## src/rtl/instr_seq_pkg.sv

```systemverilog
// Shared types and defaults for the instrumented-adder measurement sequencer.
// Optional averaging is enabled with INSTR_SEQ_AVG_EN.
package instr_seq_pkg;

    localparam int DATA_W       = 32;
    localparam int WIN_W_DEF    = 16;
    localparam int SETTLE_DEF   = 4;
    localparam int AVG_LOG2_DEF = 2;

    typedef enum logic [2:0] {
        IDLE,
        LOAD,
        RUN,
        STOP,
        CAPTURE,
        RESP
    } state_t;

    typedef struct packed {
        logic [DATA_W-1:0]    a;
        logic [DATA_W-1:0]    b;
        logic [DATA_W-1:0]    ext_b;
        logic [DATA_W-1:0]    ring_b;
        logic [DATA_W-1:0]    out_b;
        logic [WIN_W_DEF-1:0] window;
    } cmd_t;

    // A zero-length window still runs the ring for one clock.
    function automatic logic [WIN_W_DEF-1:0] win_len(
        input logic [WIN_W_DEF-1:0] w
    );
        return (w == '0) ? WIN_W_DEF'(1) : w;
    endfunction

endpackage

```

## src/rtl/instr_seq_timer.sv

```systemverilog
// Loadable down-counter; done is high in the last cycle of a loaded interval.
// A load of N therefore spans exactly N cycles of the owning state.
module instr_seq_timer #(
    parameter int W = 16
) (
    input  logic         clk,
    input  logic         rst,
    input  logic         load,
    input  logic [W-1:0] value,
    output logic         done
);

    logic [W-1:0] cnt;

    always_ff @(posedge clk) begin
        if (rst) begin
            cnt <= '0;
        end else if (load) begin
            cnt <= value;
        end else if (cnt != '0) begin
            cnt <= cnt - 1'b1;
        end
    end

    assign done = (cnt == W'(1));

endmodule

```

## src/rtl/instr_adder_sequencer.sv

```systemverilog
// Command/response measurement sequencer for the instrumented ring-oscillator adder.
// Define INSTR_SEQ_AVG_EN to average 2^AVG_LOG2 passes per command.
module instr_adder_sequencer
    import instr_seq_pkg::*;
#(
    parameter int WIDTH    = DATA_W,
    parameter int WIN_W    = WIN_W_DEF,
    parameter int SETTLE   = SETTLE_DEF,
    parameter int AVG_LOG2 = AVG_LOG2_DEF
) (
    input  logic             wb_clk_i,
    input  logic             wb_rst_i,
    input  logic             cmd_valid,
    output logic             cmd_ready,
    input  logic [WIDTH-1:0] cmd_a,
    input  logic [WIDTH-1:0] cmd_b,
    input  logic [WIDTH-1:0] cmd_ext_b,
    input  logic [WIDTH-1:0] cmd_ring_b,
    input  logic [WIDTH-1:0] cmd_out_b,
    input  logic [WIN_W-1:0] cmd_window,
    output logic [WIDTH-1:0] a_input,
    output logic [WIDTH-1:0] b_input,
    output logic [WIDTH-1:0] a_input_ext_bit_b,
    output logic [WIDTH-1:0] a_input_ring_bit_b,
    output logic [WIDTH-1:0] s_output_bit_b,
    output logic             ring_en,
    output logic             count_clr,
    input  logic [31:0]      ring_count,
    input  logic [WIDTH-1:0] sum_in,
    output logic             rsp_valid,
    input  logic             rsp_ready,
    output logic [31:0]      rsp_count,
    output logic [WIDTH-1:0] rsp_sum,
    output logic             busy
);

    localparam cmd_t CMD_RST = '{
        a:      '0,
        b:      '0,
        ext_b:  '1,
        ring_b: '1,
        out_b:  '1,
        window: '0
    };

    state_t     state_q, state_d;
    cmd_t       cmd_q, cmd_in;
    logic       tmr_load, tmr_done;
    logic [WIN_W-1:0] tmr_val;
    logic       accept, capture, restart, last_pass;
    logic [31:0] cap_count;

    assign cmd_in = '{
        a:      cmd_a,
        b:      cmd_b,
        ext_b:  cmd_ext_b,
        ring_b: cmd_ring_b,
        out_b:  cmd_out_b,
        window: cmd_window
    };

    instr_seq_timer #(
        .W(WIN_W)
    ) u_timer (
        .clk  (wb_clk_i),
        .rst  (wb_rst_i),
        .load (tmr_load),
        .value(tmr_val),
        .done (tmr_done)
    );

`ifdef INSTR_SEQ_AVG_EN
    logic [AVG_LOG2-1:0]        pass_q;
    logic [31+AVG_LOG2:0]       acc_q, acc_sum;

    assign acc_sum   = acc_q + {{AVG_LOG2{1'b0}}, ring_count};
    assign last_pass = &pass_q;
    assign cap_count = acc_sum[AVG_LOG2 +: 32];

    always_ff @(posedge wb_clk_i) begin
        if (wb_rst_i) begin
            pass_q <= '0;
            acc_q  <= '0;
        end else if (accept) begin
            pass_q <= '0;
            acc_q  <= '0;
        end else if (capture) begin
            pass_q <= pass_q + 1'b1;
            acc_q  <= last_pass ? '0 : acc_sum;
        end
    end
`else
    logic unused_avg;

    assign unused_avg = (AVG_LOG2 != 0);
    assign last_pass  = 1'b1;
    assign cap_count  = ring_count;
`endif

    always_comb begin
        state_d  = state_q;
        tmr_load = 1'b0;
        tmr_val  = '0;
        accept   = 1'b0;
        capture  = 1'b0;
        restart  = 1'b0;
        unique case (state_q)
            IDLE: begin
                if (cmd_valid) begin
                    accept   = 1'b1;
                    tmr_load = 1'b1;
                    tmr_val  = WIN_W'(SETTLE + 1);
                    state_d  = LOAD;
                end
            end
            LOAD: begin
                if (tmr_done) begin
                    tmr_load = 1'b1;
                    tmr_val  = win_len(cmd_q.window);
                    state_d  = RUN;
                end
            end
            RUN: begin
                if (tmr_done) begin
                    tmr_load = 1'b1;
                    tmr_val  = WIN_W'(SETTLE);
                    state_d  = STOP;
                end
            end
            STOP: begin
                if (tmr_done) begin
                    state_d = CAPTURE;
                end
            end
            CAPTURE: begin
                capture = 1'b1;
                if (last_pass) begin
                    state_d = RESP;
                end else begin
                    restart  = 1'b1;
                    tmr_load = 1'b1;
                    tmr_val  = WIN_W'(SETTLE + 1);
                    state_d  = LOAD;
                end
            end
            RESP: begin
                if (rsp_ready) begin
                    state_d = IDLE;
                end
            end
            default: state_d = IDLE;
        endcase
    end

    // Adder-facing strobes are registered so they are glitch-free at the macro.
    always_ff @(posedge wb_clk_i) begin
        if (wb_rst_i) begin
            state_q   <= IDLE;
            cmd_q     <= CMD_RST;
            ring_en   <= 1'b0;
            count_clr <= 1'b0;
            rsp_valid <= 1'b0;
            rsp_count <= '0;
            rsp_sum   <= '0;
        end else begin
            state_q   <= state_d;
            ring_en   <= (state_d == RUN);
            count_clr <= accept | restart;
            rsp_valid <= (state_d == RESP);
            if (accept) begin
                cmd_q <= cmd_in;
            end
            if (capture && last_pass) begin
                rsp_count <= cap_count;
                rsp_sum   <= sum_in;
            end
        end
    end

    assign a_input            = cmd_q.a;
    assign b_input            = cmd_q.b;
    assign a_input_ext_bit_b  = cmd_q.ext_b;
    assign a_input_ring_bit_b = cmd_q.ring_b;
    assign s_output_bit_b     = cmd_q.out_b;
    assign cmd_ready          = (state_q == IDLE);
    assign busy               = (state_q != IDLE);

endmodule

```

## config.mk

```make
export PLATFORM = sky130hd
export DESIGN_NAME = instr_adder_sequencer
export DESIGN_NICKNAME = d
export VERILOG_FILES = /design/src/rtl/instr_seq_pkg.sv /design/src/rtl/instr_seq_timer.sv /design/src/rtl/instr_adder_sequencer.sv
export SDC_FILE = /design/constraint.sdc
export NUM_CORES = 1
export LEC_CHECK = 0
export CAP_MARGIN = 40
export CORE_AREA = 3 3 184 186
export DETAILED_ROUTE_END_ITERATION = 8
export DIE_AREA = 0 0 187 189
export PLACE_DENSITY = 0.66
export RECOVER_POWER = 50
export SETUP_SLACK_MARGIN = 0.15
export SLEW_MARGIN = 25
export SYNTH_ARGS = -nofsm -noshare
export SYNTH_HDL_FRONTEND = slang
export SYNTH_SLANG_ARGS = --single-unit
```

## constraint.sdc

```tcl
create_clock -name wb_clk_i -period 2.4 [get_ports wb_clk_i]
set_input_delay 0.48 -clock wb_clk_i [delete_from_list [all_inputs] [get_ports wb_clk_i]]
set_output_delay 0.48 -clock wb_clk_i [all_outputs]
set_load 0.1 [all_outputs]
```

==> run_results.csv, run 1 <==
group,metric,value,unit
run_status,status,"completed",
yosys,synth-seq-cells,262,
run,max_cap_violations,0,
global_routing,grt_max_degree,105,
critical_path,crit_path_end_kind,"flop",
cells_and_area,nFillCells,3296,
drt,num_vias,9608,
critical_path,critPathKind,"reg -> reg",
yosys,ys_seq_area_share,49.12,%
drt,ant_nets,0,
global_routing,met2_usage,30.65,%
placed_design,place.gp.congestion,0.8007,
floorplan,ios,473,
sta,period_needed,2.081,ns
floorplan,die_w,187,µm
cells_and_area,nets,1890,
yosys,synth_common_cells,"nand2_1, dfxtp_1, a21oi_1, buf_4, nand3_1",
yosys,synth_top_cell_by_area,"dfxtp_1",
power,ir_drop,0.5665,mV
critical_path,max_stage_delay,0.47,ns
critical_path,critPathRequiredTime,2.82,ns
global_routing,track_usage,17.35,%
drt,drtIter0Drc,428,
critical_path,crit_chain,"nor4_4 > and4_1 > nor3b_4 > nand2b_1 > a21oi_1",
cells_and_area,drive_gt1_share,19.06,%
cells_and_area,fin_cells,2110,
yosys,synth_area_leaders,"dfxtp_1, nand2_1, buf_4, a21oi_1, nand3_1",
critical_path,critPathSlowestCell,"and4_1",
cells_and_area,n_antenna_cell,0,
placed_design,dp_cells,2052,
sta,final_hold_viol_count,0,
clock_tree,clkSinkCount,262,
global_routing,grt_util_met1,20.69,%
drt,viasPerCell,4.554,
floorplan,die-area,35340,µm²
yosys,synth_most_common_cell,"nand2_1",
placed_design,pre_cts_ws,0.03349,ns
yosys,async_reset_ff_share,0,%
yosys,synth_area_per_cell,7.818,µm²
critical_path,crit_fanout,9,
yosys,syn-num-nets,1612,
global_routing,grt_pass1_wl,50.62,mm
clock_tree,root_buffer,"clkbuf_16",
sta,max_freq,480.6,MHz
sta,slew_violations,0,
power,clockPowerShare,30.4,%
clock_tree,cts.htree.levels,1,
floorplan,dieHeight,189,µm
power,combPwrFrac,36.9,%
drt,first_pass_iters,5,
floorplan,initial_utilization,32.91,%
cells_and_area,register_area,5245,µm²
sta,clock_skew,0.01127,ns
power,power_per_cell_area,1071,nW/µm²
min_path,hold_path_class,"in -> reg",
floorplan,coreArea,32450,µm²
global_routing,grt_pass1_vias,9182,
drt,wire_per_inst,15.56,µm
sta,period_share,86.70,%
power,swShare,41.25,%
sta,finalSetupViolCount,0,
min_path,hold_depth,2,
critical_path,crit_arrival,2.50,ns
sta,max_slew_margin,20.54,%
clock_tree,cts_tree,"done",
clock_tree,clockBufferDepth,3,
floorplan,core.rowCount,66,
yosys,ys_types,40,
yosys,synth_area,10680,µm²
critical_path,start_kind,"flop",
clock_tree,numCtsBuffers,30,
power,seq_power_share,32.7,%
drt,wirelength,32.83,mm
sta,rsz0062_at_grt,"false",
global_routing,busiest_layer,"met2",
placed_design,numPortBuffers,472,
placed_design,place_hpwl,23.18,mm
power,switching_power,6.510,mW
cells_and_area,multi_input_comb_area,3881,µm²
sta,tightest_slew,1.192,ns
yosys,synth_cells,1366,
clock_tree,cts-hold-fix-buffers,0,
power,p_int,9.272,mW
drt,drc_errors,0,
clock_tree,clock_latency,0.54,ns
sta,worst_slack,0.3191,ns
cells_and_area,area_growth,38.02,%
power,leakage,6.257,nW
global_routing,antenna_found_initial,0,
global_routing,use_met3,4.869,%
yosys,synth_edf_count,0,
yosys,ys.flop_type,"dfxtp_1",
yosys,yosysWarnings,0,
global_routing,grt_overflow,0,
critical_path,r2r_cells,5,
clock_tree,clk_pin_slew,0.06,ns
yosys,synth_top_area_share,49.12,%
==> state kept, by name, summed over array words and instances, names as in the netlist <==
register / count
a_input_ext_bit_b: 32
b_input: 32
rsp_count: 32
rsp_sum: 32
a_input_ring_bit_b: 32
state_q: 3
rsp_valid: 1
cmd_q: 16
u_timer.cnt: 16
count_clr: 1
s_output_bit_b: 32
ring_en: 1
a_input: 32
==> cell families after synthesis <==
logic type	Yosys count	synth area share (%)
and+or+nand+nor	660	26.02
DFF	262	49.12
buffers and inverters	251	14.76
AOI/OAI and AO/OA	177	8.670
xor gates and xnor gates	12	0.9842
muxes	2	0.2109
adders and majority gates	2	0.2343
==> area by class of cell <==
type                            count  share of cell area (%)
Multi-Input combinational cell    853                   26.33
Tap cell                          442                   3.752
Clock buffer                       41                   5.857
Inverter                            4                  0.1104
Sequential cell                   262                   35.59
Timing Repair Buffer              493                   27.08
Clock inverter                     15                   1.282
==> metal layers <==
| layer | vias to the layer above | wire (µm) |
|---|---|---|
| met5 | - | 0 |
| met3 | 63 | 2536 |
| met1 | 4375 | 13400 |
| met4 | 0 | 977 |
| met2 | 361 | 15910 |
| li1 | 4809 | - |
==> per-stage QoR <==
stage | setup TNS [ns] | instance area [µm²] | hold slack, ns | utilization (%) | power [mW]
floorplan | -0.06444 | 10690 | 0.4367 | - | 10.13
global placement | 0 | 14130 | 0.4424 | 43.55 | 11.22
detailed placement | 0 | 14130 | 0.4470 | 43.55 | 11.27
CTS | 0 | 15190 | 0.3463 | 46.80 | 16.14
global route | 0 | 14740 | 0.3750 | 45.42 | 16.48
finish | 0 | 14740 | 0.3706 | 45.42 | 15.78
==> worst paths after layout <==
| path | start | endpoint | slack, ns |
|---|---|---|---|
| setup / recovery | u_timer.cnt[8] | u_timer.cnt[2] | 0.32 |
| hold / removal | wb_rst_i | a_input[25] | 0.37 |
| setup reg to reg | u_timer.cnt[8] | u_timer.cnt[2] | 0.32 |
| hold reg to reg | rsp_sum[25] | rsp_sum[25] | 0.45 |
==> placed cells by master, fill, tap and decap left out, types with 3 or more instances in the layout <==
cell and n:
nor2_1 14, nand4_1 3, nand3_1 106, buf_4 59, bufinv_16 4, a21oi_1 162, xnor2_1 4, inv_1 3
nor2b_1 3, clkbuf_16 31, xor2_1 8, clkinv_2 9, clkbuf_8 5, nor4_1 7, nor3_1 5, a22oi_1 3
clkbuf_2 180, nand2_1 497, nand2b_1 5, buf_12 11, o31ai_1 3, clkdlybuf4s50_1 242, clkbuf_1 5, dfxtp_1 262
==> critical path: cells and delay by family (launching register included) <==
kind | cells | cell delay, ns
AOI/OAI and AO/OA | 1 | 0.06
DFF | 1 | 0.37
and+or+nand+nor | 4 | 1.52
==> power by group through the flow <==
| stage | Clock, mW | Sequential [mW] | Combinational, mW |
|---|---|---|---|
| 5_1_grt | 5.07 | 5.22 | 6.18 |
| 3_3_place_gp | 0 | 5.23 | 5.98 |
| 6_report | 4.79 | 5.16 | 5.83 |
| 4_1_cts | 4.94 | 5.17 | 6.04 |
| 2_1_floorplan | 0 | 5.19 | 4.94 |
| 3_5_place_dp | 0 | 5.26 | 6.01 |
==> repair_timing <==
action,CTS,global route
buffers inserted,0,2
endpoints found under the setup margin,1,1
hold endpoints to repair,0,0
pin swaps,0,1
resized for setup,1,0
No activity file was read; power rests on OpenSTA's default activity.
==> inputs of run 2 (changes only) <==
--- a/config.mk
+++ b/config.mk
@@ -6,11 +6,10 @@
 export NUM_CORES = 1
 export LEC_CHECK = 0
 export CAP_MARGIN = 40
-export CORE_AREA = 3 3 184 186
+export CORE_AREA = 3 3 182 184
 export DETAILED_ROUTE_END_ITERATION = 8
-export DIE_AREA = 0 0 187 189
-export PLACE_DENSITY = 0.66
-export RECOVER_POWER = 50
+export DIE_AREA = 0 0 185 187
+export PLACE_DENSITY = 0.7
 export SETUP_SLACK_MARGIN = 0.15
 export SLEW_MARGIN = 25
 export SYNTH_ARGS = -nofsm -noshare
==> constraint.sdc (replaced) <==
create_clock -name wb_clk_i -period 1.7 [get_ports wb_clk_i]
set_input_delay 0.34 -clock wb_clk_i [delete_from_list [all_inputs] [get_ports wb_clk_i]]
set_output_delay 0.34 -clock wb_clk_i [all_outputs]
set_load 0.1 [all_outputs]
==> run 2 against run 1 <==
Net effect: the run now ends with negative setup slack left; critical path type is now reg -> out; total power rose by 73%; critical path depth down 1; sequential power is 50% higher; flip-flop and latch count unchanged; combinational power rose by 110%; sequential share of layout area down 9.2 points.
==> run_results.csv, run 2 (synthesized netlist as in run 1, its figures left out) <==
group,metric,value,unit
drt,drtIter0Drc,449,
power,power_per_cell_area,1361,nW/µm²
sta,hold_slack,0.2671,ns
global_routing,grt_util_met1,22.06,%
cells_and_area,final_common_cell,"nand2_1",
run_status,status,"complete, but fails checks",
critical_path,crit_fanout,4,
floorplan,die_w,185,µm
power,ir_drop,1.050,mV
clock_tree,clk_pin_slew,0.06,ns
critical_path,reg2reg_from,"u_timer.cnt[7]",
power,seq_power_share,28.3,%
clock_tree,cts_tree,"done",
cells_and_area,final_cell_mix,"nand2_1, buf_12, clkdlybuf4s50_1",
critical_path,critPathKind,"reg -> out",
sta,max_freq,541.5,MHz
global_routing,use_met3,6.359,%
power,combPwrFrac,45.4,%
power,switching_power,10.66,mW
min_path,hold_depth,4,
global_routing,busiest_layer,"met2",
drt,first_pass_iters,4,
sta,period_needed,1.847,ns
sta,tightest_slew,0.4302,ns
global_routing,grt_max_degree,79,
floorplan,die-area,34600,µm²
sta,final_hold_viol_count,0,
drt,drc_errors,0,
sta,worst_slack,-0.1468,ns
sta,slew_violations,0,
clock_tree,numCtsBuffers,30,
clock_tree,clockBufferDepth,3,
global_routing,track_usage,19.75,%
clock_tree,cts-hold-fix-buffers,0,
floorplan,core.rowCount,65,
sta,tns,-0.7068,ns
critical_path,critPathRequiredTime,1.36,ns
cells_and_area,fin_cells,2166,
critical_path,rr_endpoint,"u_timer.cnt[4]",
power,swShare,39.01,%
cells_and_area,drive_gt1_share,34.94,%
critical_path,ff2ff_setup_slack,-0.07,ns
cells_and_area,multi_input_comb_area,4603,µm²
sta,finalSetupViolCount,14,
drt,wirelength,39.29,mm
power,leakage,8.105,nW
floorplan,dieHeight,187,µm
drt,viasPerCell,4.775,
global_routing,grt_pass1_wl,55.53,mm
sta,max_slew_margin,71.32,%
global_routing,met2_usage,35.74,%
sta,period_share,108.6,%
sta,rsz0062_at_grt,"true",
placed_design,place.gp.congestion,0.8692,
clock_tree,clkSinkCount,262,
run,max_cap_violations,0,
floorplan,coreArea,31560,µm²
floorplan,ios,473,
critical_path,crit_path_end_kind,"output port",
min_path,holdCritStartpoint,"wb_rst_i",
global_routing,grt_pass1_vias,10110,
drt,ant_nets,0,
placed_design,dp_cells,2059,
floorplan,initial_utilization,33.84,%
cells_and_area,register_area,5290,µm²
global_routing,grt_overflow,0,
sta,clock_skew,0.01881,ns
cells_and_area,nets,1985,
min_path,worstHoldEndpoint,"s_output_bit_b[12]",
drt,num_vias,10340,
critical_path,start_kind,"flop",
placed_design,numPortBuffers,472,
min_path,hold_path_class,"in -> reg",
global_routing,antenna_found_initial,1,
clock_tree,clock_latency,0.56,ns
cells_and_area,area_growth,88.00,%
run_status,violations,"negative setup slack",
power,total_power,27.32,mW
critical_path,crit_arrival,1.51,ns
cells_and_area,final_core_util,63.62,%
cells_and_area,nFillCells,2385,
drt,wire_per_inst,18.14,µm
clock_tree,root_buffer,"clkbuf_16",
critical_path,r2r_cells,8,
power,p_int,16.67,mW
placed_design,place_hpwl,26.12,mm
clock_tree,cts.htree.levels,1,
power,clockPowerShare,26.4,%
==> run 2: through the flow <==
step                      worst slack, ns  cell area, µm²
after floorplan                   -0.6135           11390
after global placement           -0.03863           17650
after detailed placement         -0.08211           17650
after CTS                         -0.1862           19110
after global routing              -0.2137           20080
final                             -0.1468           20080
==> run 2: how the worst max path moves through the flow <==
stage / from / to / slack (ns) / cells after the start
global route: state_q[0] / busy / -0.21 / 4
CTS: state_q[1] / busy / -0.19 / 4
detailed placement: u_timer.cnt[0] / u_timer.cnt[10] / -0.08 / 7
floorplan: state_q[0] / busy / -0.61 / 3
global placement: u_timer.cnt[0] / u_timer.cnt[10] / -0.04 / 7
finish: state_q[0] / busy / -0.15 / 4
==> run 2: area by class of cell <==
type,instances,area share [%]
Antenna cell,1,0.01246
Inverter,4,0.1059
Clock buffer,38,4.188
Multi-Input combinational cell,854,22.93
Clock inverter,18,1.390
Tap cell,402,2.505
Sequential cell,262,26.35
Timing Repair Buffer,587,42.52
==> run 2: routing by layer <==
metal	up-vias	wire length (µm)	share of wire (%)
li1	5011	-	-
met1	4869	14670	37
met2	392	20070	51
met3	70	3433	8.7
met4	0	1115	2.8
met5	-	0	0
==> run 2: power by group through the flow <==
stage	Combinational (mW)	Sequential, mW	Clock, mW
floorplan	7.66	7.39	0
global placement	10.5	7.72	0
detailed placement	10.6	7.75	0
CTS	11.1	7.66	7.39
global route	12.9	7.80	7.64
finish	12.4	7.72	7.21
==> run 2: critical path, stage by stage (launching register included) <==
cell and delay (ns):
dfxtp_2 0.34, nor3_4 0.22, buf_6 0.18, inv_4 0.04
buf_12 0.15
==> run 2: what timing repair did <==
action                     4_1_cts  5_1_grt
pin swaps                       43       29
hold endpoints to repair         0        0
gates cloned                     1       21
setup endpoints to repair       31      193
buffers inserted                 7       21
resized for setup               82       78
==> inputs of run 3 (changes only) <==
--- a/config.mk
+++ b/config.mk
@@ -6,10 +6,12 @@
 export NUM_CORES = 1
 export LEC_CHECK = 0
 export CAP_MARGIN = 40
-export CORE_AREA = 3 3 182 184
+export CELL_PAD_IN_SITES_DETAIL_PLACEMENT = 1
+export CELL_PAD_IN_SITES_GLOBAL_PLACEMENT = 1
+export CORE_MARGIN = 3
+export CORE_UTILIZATION = 32
 export DETAILED_ROUTE_END_ITERATION = 8
-export DIE_AREA = 0 0 185 187
-export PLACE_DENSITY = 0.7
+export PLACE_DENSITY = 0.88
 export SETUP_SLACK_MARGIN = 0.15
 export SLEW_MARGIN = 25
 export SYNTH_ARGS = -nofsm -noshare
==> constraint.sdc (replaced) <==
create_clock -name wb_clk_i -period 2.4 [get_ports wb_clk_i]
set_input_delay 0.48 -clock wb_clk_i [delete_from_list [all_inputs] [get_ports wb_clk_i]]
set_output_delay 0.48 -clock wb_clk_i [all_outputs]
set_load 0.1 [all_outputs]
==> run 3 against run 2 <==
Net effect: the flow now finishes without violations; combinational power fell by 51%; die area up 2.9%; clock-buffer cell count increased by 9; critical path depth stayed put; hold slack improved by 0.080 ns; clock power decreased by 35%; worst setup slack gained 0.45 ns; first-iteration DRC count fell by 4.5%; largest power group unchanged.
==> run_results.csv, run 3 (synthesized netlist as in run 1, its figures left out) <==
group,metric,value,unit
clock_tree,cts-hold-fix-buffers,0,
critical_path,crit_arrival,1.61,ns
placed_design,place.gp.congestion,0.8107,
floorplan,die_w,188.7,µm
run_status,status,"completed",
clock_tree,root_buffer,"clkbuf_16",
drt,wire_per_inst,18.37,µm
cells_and_area,final_core_util,46.28,%
drt,first_pass_iters,4,
critical_path,critPathSlowestCell,"dfxtp_1",
sta,finalSetupViolCount,0,
drt,drtIter0Drc,429,
cells_and_area,nets,1890,
cells_and_area,area_growth,41.73,%
run,max_cap_violations,0,
sta,slew_violations,0,
critical_path,crit_chain,"nor3_4 > buf_4 > inv_1 > buf_12",
floorplan,coreArea,32700,µm²
clock_tree,cts.htree.levels,1,
clock_tree,cts_setup_buffers,0,
floorplan,initial_utilization,32.66,%
critical_path,crit_fanout,10,
clock_tree,numCtsBuffers,30,
floorplan,dieHeight,188.7,µm
sta,max_slew_margin,54.13,%
sta,hold_slack,0.3472,ns
floorplan,core.rowCount,66,
global_routing,grt_pass1_vias,10800,
drt,wirelength,38.78,mm
cells_and_area,stdcell_area,15140,µm²
clock_tree,clkSinkCount,262,
clock_tree,clk_pin_slew,0.06,ns
clock_tree,clockBufferDepth,3,
cells_and_area,final_cell_mix,"nand2_1, dfxtp_1, clkdlybuf4s50_1, buf_4, a21oi_1",
global_routing,grt_overflow,0,
power,total_power,16.01,mW
critical_path,crit_path_end_kind,"output port",
cells_and_area,drive_gt1_share,18.76,%
placed_design,place_area,14110,µm²
placed_design,place_hpwl,27.91,mm
sta,rsz0062_at_grt,"false",
sta,max_freq,477.5,MHz
global_routing,grt_max_degree,91,
sta,final_hold_viol_count,0,
floorplan,ios,473,
global_routing,track_usage,20.50,%
placed_design,numPortBuffers,472,
drt,num_vias,10100,
cells_and_area,final_common_cell,"nand2_1",
power,ir_drop,0.7164,mV
critical_path,critPathKind,"reg -> out",
sta,period_needed,2.094,ns
drt,viasPerCell,4.784,
clock_tree,cts_tree,"done",
global_routing,grt_pass1_wl,59.08,mm
critical_path,max_stage_delay,0.53,ns
drt,ant_nets,0,
power,power_per_cell_area,1058,nW/µm²
power,leakage,6.340,nW
cells_and_area,fin_cells,2111,
placed_design,dp_cells,2054,
floorplan,die-area,35600,µm²
critical_path,critPathRequiredTime,1.92,ns
drt,drc_errors,0,
sta,period_share,87.26,%
critical_path,start_kind,"flop",
clock_tree,clock_latency,0.55,ns
global_routing,antenna_found_initial,1,
min_path,hold_path_class,"in -> reg",
sta,clock_skew,0.009174,ns
sta,tightest_slew,0.6880,ns
run 3: cell count changes in the layout (fill, tap and decap cells not counted), sizes merged:
cell / before / now
buf: 327 / 251
clkbuf: 56 / 47
clkinv: 11 / 4
bufinv: 7 / 3
inv: 3 / 5
and2: 3 / 2
run 3: power breakdown:
part | leakage, nW | internal, mW | switching, mW
registers | 2.15 | 4.83 | 0.364
clock network | 0.494 | 2.85 | 1.86
logic | 3.70 | 1.65 | 4.45
total | 6.34 | 9.33 | 6.68
run 3: repair_timing:
action | in CTS | in global routing
endpoints found under the setup margin | 8 | 1
cloned | 0 | 0
gates resized for setup | 1 | 1
pin swaps | 0 | 0
run 3: layer usage:
metal / track usage, % / share of wire [%] / vias to the layer above
met5: 0 / 0 / -
met3: 5.581 / 7.6 / 102
met4: 9.625 / 5.2 / 0
met1: 22.80 / 38 / 4808
li1: - / - / 4806
met2: 36.33 / 49 / 382
run 3: worst paths after layout:
check                 startpoint                     to  slack (ns)  depth (start not counted)
setup / recovery      state_q[0]                   busy        0.31                          4
hold / removal          wb_rst_i  a_input_ext_bit_b[21]        0.35                          3
setup reg to reg  u_timer.cnt[1]        u_timer.cnt[13]        0.31                          8
hold reg to reg       b_input[9]             b_input[9]        0.46                          2
run 3: per-stage QoR:
step	setup TNS [ns]	setup slack (ns)
global placement	0	0.03356
global route	0	0.1754
floorplan	-0.06444	-0.06444
CTS	0	0.2321
finish	0	0.3058
detailed placement	0	0.001782
run 3: cell type report:
| cell class | instances | area, µm² |
|---|---|---|
| diodes | 1 | 2.502 |
| flip-flops and latches | 262 | 5245 |
| inverters | 4 | 16.27 |
| clock buffers | 47 | 885.9 |
| fillers | 3907 | 17570 |
| clock inverters | 9 | 130.1 |
| multi-input cells | 853 | 3884 |
| well taps | 442 | 553.0 |
| repair buffers | 493 | 4419 |
run 3: critical path, delay by kind of cell, from the launching register on:
family / cells / cell delay [ns]
DFF: 1 / 0.53
and+or+nand+nor: 1 / 0.08
buffers and inverters: 3 / 0.45
